--- src/rtl/zero_check_pipe_if.sv ---
// zero_check_pipe_if: valid/ready handshake and result bundle for zero_check_pipe
//   master: producer/consumer side (drives in_valid, a, mode, out_ready)
//   slave : zero_check_pipe side (drives in_ready and all results)
interface zero_check_pipe_if #(
  parameter int N      = 32,
  parameter int LANE_W = 8
);
  localparam int LANES = N / LANE_W;
  localparam int IDX_W = LANES > 1 ? $clog2(LANES) : 1;
  logic             in_valid;
  logic             in_ready;
  logic [N-1:0]     a;
  logic             mode;
  logic             out_valid;
  logic             out_ready;
  logic             zero;
  logic             nzero;
  logic [LANES-1:0] lane_zero;
  logic [IDX_W-1:0] first_nz;
  logic             first_nz_valid;
  modport master (
    output in_valid, a, mode, out_ready,
    input  in_ready, out_valid, zero, nzero, lane_zero, first_nz, first_nz_valid
  );
  modport slave (
    input  in_valid, a, mode, out_ready,
    output in_ready, out_valid, zero, nzero, lane_zero, first_nz, first_nz_valid
  );
endinterface

--- src/rtl/zero_check_pipe.sv ---
// zero_check_pipe: two-stage pipelined lane-wise zero / all-ones test with valid/ready
//   clk, reset (sync, active-high); bus: zero_check_pipe_if.slave
//   optional ZERO_CHECK_STICKY_EN adds sticky_clr (in) and sticky_nz (out)
module zero_check_pipe #(
  parameter int N      = 32,
  parameter int LANE_W = 8
) (
  input logic               clk,
  input logic               reset,
  zero_check_pipe_if.slave  bus
`ifdef ZERO_CHECK_STICKY_EN
  ,
  input  logic              sticky_clr,
  output logic              sticky_nz
`endif
);
  localparam int LANES = N / LANE_W;
  localparam int IDX_W = LANES > 1 ? $clog2(LANES) : 1;
  logic             s1_valid_q, s1_valid_d, s2_valid_q, s2_valid_d;
  logic [LANES-1:0] lane_or_q, lane_or_d, lane_or_in;
  logic [LANES-1:0] lane_zero_q, lane_zero_d;
  logic             zero_q, zero_d, nzero_q, nzero_d;
  logic [IDX_W-1:0] first_nz_q, first_nz_d, first_idx;
  logic [N-1:0]     b;
  logic             s2_adv, accept;
  always_comb begin
    s2_adv     = s1_valid_q && (!s2_valid_q || bus.out_ready);
    accept     = bus.in_valid && (!s1_valid_q || s2_adv);
    b          = bus.mode ? ~bus.a : bus.a;
    lane_or_in = '0;
    for (int k = 0; k < LANES; k++) lane_or_in[k] = |b[k*LANE_W +: LANE_W];
    // descending scan so the lowest set lane is the last to write
    first_idx  = '0;
    for (int k = LANES - 1; k >= 0; k--) if (lane_or_q[k]) first_idx = IDX_W'(k);
    s1_valid_d  = accept ? 1'b1 : (s2_adv ? 1'b0 : s1_valid_q);
    lane_or_d   = accept ? lane_or_in : lane_or_q;
    s2_valid_d  = s2_adv ? 1'b1 : (bus.out_ready ? 1'b0 : s2_valid_q);
    lane_zero_d = s2_adv ? ~lane_or_q : lane_zero_q;
    zero_d      = s2_adv ? ~|lane_or_q : zero_q;
    nzero_d     = s2_adv ? |lane_or_q : nzero_q;
    first_nz_d  = s2_adv ? first_idx : first_nz_q;
  end
  always_ff @(posedge clk) begin
    if (reset) begin
      s1_valid_q  <= 1'b0;
      s2_valid_q  <= 1'b0;
      lane_or_q   <= '0;
      lane_zero_q <= '1;
      zero_q      <= 1'b1;
      nzero_q     <= 1'b0;
      first_nz_q  <= '0;
    end else begin
      s1_valid_q  <= s1_valid_d;
      s2_valid_q  <= s2_valid_d;
      lane_or_q   <= lane_or_d;
      lane_zero_q <= lane_zero_d;
      zero_q      <= zero_d;
      nzero_q     <= nzero_d;
      first_nz_q  <= first_nz_d;
    end
  end
  assign bus.in_ready       = !s1_valid_q || s2_adv;
  assign bus.out_valid      = s2_valid_q;
  assign bus.zero           = zero_q;
  assign bus.nzero          = nzero_q;
  assign bus.lane_zero      = lane_zero_q;
  assign bus.first_nz       = first_nz_q;
  assign bus.first_nz_valid = nzero_q;
`ifdef ZERO_CHECK_STICKY_EN
  logic sticky_nz_q, sticky_nz_d;
  // a set in the same cycle as a clear wins
  always_comb sticky_nz_d = (s2_valid_q && bus.out_ready && nzero_q) || (sticky_nz_q && !sticky_clr);
  always_ff @(posedge clk) begin
    if (reset) sticky_nz_q <= 1'b0;
    else sticky_nz_q <= sticky_nz_d;
  end
  assign sticky_nz = sticky_nz_q;
`endif
endmodule

--- src/flat_wrapper.sv ---
// flat-port wrapper written by rule: the top's interface ports become plain ports
module zero_check_pipe_flat 
#(
  parameter int N      = 32,
  parameter int LANE_W = 8
)
  (clk, reset, bus_in_valid, bus_a, bus_mode, bus_out_ready, bus_in_ready, bus_out_valid, bus_zero, bus_nzero, bus_lane_zero, bus_first_nz, bus_first_nz_valid);
  zero_check_pipe_if #(.N(N), .LANE_W(LANE_W)) bus_i ();
  input logic clk;
  input logic reset;
  input wire logic [$bits(bus_i.in_valid)-1:0] bus_in_valid;
  input wire logic [$bits(bus_i.a)-1:0] bus_a;
  input wire logic [$bits(bus_i.mode)-1:0] bus_mode;
  input wire logic [$bits(bus_i.out_ready)-1:0] bus_out_ready;
  output wire logic [$bits(bus_i.in_ready)-1:0] bus_in_ready;
  output wire logic [$bits(bus_i.out_valid)-1:0] bus_out_valid;
  output wire logic [$bits(bus_i.zero)-1:0] bus_zero;
  output wire logic [$bits(bus_i.nzero)-1:0] bus_nzero;
  output wire logic [$bits(bus_i.lane_zero)-1:0] bus_lane_zero;
  output wire logic [$bits(bus_i.first_nz)-1:0] bus_first_nz;
  output wire logic [$bits(bus_i.first_nz_valid)-1:0] bus_first_nz_valid;
  assign bus_i.in_valid = bus_in_valid;
  assign bus_i.a = bus_a;
  assign bus_i.mode = bus_mode;
  assign bus_i.out_ready = bus_out_ready;
  assign bus_in_ready = bus_i.in_ready;
  assign bus_out_valid = bus_i.out_valid;
  assign bus_zero = bus_i.zero;
  assign bus_nzero = bus_i.nzero;
  assign bus_lane_zero = bus_i.lane_zero;
  assign bus_first_nz = bus_i.first_nz;
  assign bus_first_nz_valid = bus_i.first_nz_valid;
  zero_check_pipe #(.N(N), .LANE_W(LANE_W)) u_core (.clk(clk), .reset(reset), .bus(bus_i));
endmodule
--- config.mk ---
export PLATFORM = sky130hd
export DESIGN_NAME = zero_check_pipe_flat
export DESIGN_NICKNAME = d
export VERILOG_FILES = /design/src/rtl/zero_check_pipe_if.sv /design/src/rtl/zero_check_pipe.sv /design/src/flat_wrapper.sv
export SDC_FILE = /design/constraint.sdc
export NUM_CORES = 1
export LEC_CHECK = 0
export CAP_MARGIN = 10
export CORE_UTILIZATION = 34
export DETAILED_ROUTE_END_ITERATION = 7
export PLACE_DENSITY = 0.77
export SYNTH_ARGS = -nofsm -noshare
export SYNTH_HDL_FRONTEND = slang
export SYNTH_SLANG_ARGS = --single-unit
--- constraint.sdc ---
create_clock -name clk -period 1.5 [get_ports clk]
set_input_delay 0.15 -clock clk [delete_from_list [all_inputs] [get_ports clk]]
set_output_delay 0.15 -clock clk [all_outputs]
set_load 0.03 [all_outputs]
==> impl_metrics.ini <==
[place]
place_area_um2 = 1190
place.gp.congestion = 0.770
dpl.hpwl_um = 1550
portBuffers = 47

[logic_synthesis]
synth_top_family_by_area = simple AND/OR/NAND/NOR gates
ys_seq_area_frac = 0.393
synth_fa_ha_area_frac = 0
syn-num-nets = 126
synth-xor-area-share = 0
synth-simple-area-share = 0.361
ys_ff_latch = 14
netlist_area_um2 = 713
synth_compound_area_frac = 0.202
yosys_warnings = 0
synth.area.mux_share = 0
syn_avg_cell_area_um2 = 8.01
synth_cells = 89
synthDistinctLibCells = 25

[cells_and_area]
drive_gt1_frac = 0.0735
multiInputGateArea_um2 = 402
regArea_um2 = 280
antennaDiodeCount = 0
layout.nets = 175
mostFrequentLayoutCells = clkdlybuf4s50_1, nor2_1, dfxtp_1
syn_to_final_growth_pct = 71.4
final_common_cell = clkdlybuf4s50_1
finalCoreUtilization = 0.623
fillers = 183
fin_area_um2 = 1220

[timing]
slew_headroom = 0.743
max_freq_mhz = 698
min_period_ps = 1430
hold_violations = 0
finalClockSkew_ps = 2.21
drv_slew = 0
worst_pin_slew_ps = 384
setup_viol = 0
grt_setup_unrepaired = false
period_share = 0.955

[grt]
grt_max_degree = 13
antenna_found_initial = 0
grt_pass1_wl_um = 2830
grt-ovfl-total = 0
track_usage = 0.174
first_global_vias = 740

[cts]
clock-sinks = 14
cts_tree = yes
cts_buffers = 3
htreeDepth = 1
cts.repair.resized = 0
cts-root-buf = clkbuf_4
cts_buffer_depth = 2
holdBufCountCts = 0
clk_pin_slew_worst_paths_ps = 80
clk_latency_ps = 270
cts_setup_buffers = 0

[setup_path]
crit_type = reg -> out
crit_path_cell_trace = clkdlybuf4s50_1
cp_slowest_cell = clkdlybuf4s50_1
required_ps = 1350
cp_data_arrival_time_ps = 1280
critical_path_buf_inv_count = 1
cpPeakStageDelay_ps = 670
start_kind = flip-flop
worst_setup_path_end_kind = output pin
ff2ff_path_depth = 4
critPathMaxFanout = 2
crit_cells = 1
crit_family = buffers and inverters

[routing]
wire_per_inst_um = 11.1
viasPerCell = 5.15
drt_iter0_drc = 11
routed_wl_um = 1820
drt_pass1_iterations = 4
antenna_left = 0
drc_errors = 0
num_vias = 840

[worst_hold_path]
min_path_type = reg -> reg
hold_depth = 2

[floorplan]
ioPinCount = 48
core-area_um2 = 1960
dieWidth_um = 47.8
fp.dieArea_um2 = 2280
initial_core_util = 0.364
placementRows = 16
die_h_um = 47.8

[pwr]
pwr_density_cell_nw_per_um2 = 711
p_leak_uw = 0.000471
finalPower_uw = 869
irDropWorstVdd_uv = 296

[outcome]
status = finished, final reports clean

[job]
drv_cap = 0
## sequential cells by signal, indices dropped and copies added, names as in the netlist
name	cells
u_core.bus.first_nz	2
u_core.lane_or_q	4
u_core.bus.out_valid	1
u_core.bus.zero	1
u_core.s1_valid_q	1
u_core.bus.lane_zero	4
u_core.bus.first_nz_valid	1
## power breakdown
| part | internal (uW) | switching (uW) | total (uW) |
|---|---|---|---|
| logic | 146 | 107 | 253 |
| clock network | 92.9 | 107 | 200 |
| registers | 397 | 19.1 | 416 |
## per-layer routing
metal  wire [um]  vias up  track usage  share of wire
li1            -      424            -              -
met1         742      366        0.201           0.41
met2         896       50        0.319           0.49
met3         177        0       0.0377          0.098
met4           0        0       0.0500              0
met5           0        -            0              0
## layout make-up
cell class	count	area share
timing repair buffer	48	0.393
multi-input combinational	70	0.329
sequential	14	0.229
tap	27	0.0276
clock buffer	3	0.0184
inverter	1	0.00307
## per-stage QoR
step | instances | setup WS, ps | hold slack (ps) | TNS, ps
after CTS | 163 | 15.3 | 461 | 0
after global routing | 163 | 4.27 | 470 | 0
after detailed placement | 160 | -19.7 | 450 | -19.7
after global placement | 160 | 32.2 | 442 | 0
final | 163 | 67.5 | 454 | 0
after floorplan | 89 | 97.0 | 244 | 0
## synth_stat cells
master / instances / area [um^2]
nor2_1: 17 / 63.8
a211oi_1: 4 / 30.0
buf_6: 1 / 11.3
dfxtp_1: 14 / 280
buf_4: 1 / 7.51
o21a_1: 1 / 7.51
o31ai_1: 4 / 30.0
nand3_1: 8 / 40.0
nand4_1: 4 / 25.0
nand2b_4: 1 / 13.8
a21boi_2: 1 / 11.3
nor4_1: 4 / 25.0
buf_1: 1 / 3.75
a31oi_1: 1 / 6.26
or3_1: 1 / 6.26
and2b_2: 1 / 8.76
nand2_1: 9 / 33.8
inv_1: 1 / 3.75
nand3b_1: 1 / 7.51
a211o_1: 4 / 35.0
a21oi_1: 3 / 15.0
nor3_1: 4 / 20.0
nor2b_4: 1 / 13.8
a21oi_2: 1 / 8.76
buf_2: 1 / 5.00
## cell families (layout without fill, tap and decap cells)
logic type             count (synthesis)  count (layout)
AOI/OAI and AO/OA                     19              19
buffers and inverters                  5              52
DFF                                   14              14
and+or+nand+nor                       51              51
## final timing paths
path                                               to                               from  slack [ps]
setup reg to reg  u_core.bus.first_nz[0]$_SDFFE_PP0P_  u_core.bus.out_valid$_SDFFE_PP0P_         250
setup / recovery                        bus_out_valid  u_core.bus.out_valid$_SDFFE_PP0P_          70
hold reg to reg          u_core.bus.zero$_SDFFE_PP1P_       u_core.bus.zero$_SDFFE_PP1P_         450
hold / removal           u_core.bus.zero$_SDFFE_PP1P_       u_core.bus.zero$_SDFFE_PP1P_         450
(Power assumes the default switching activity.)
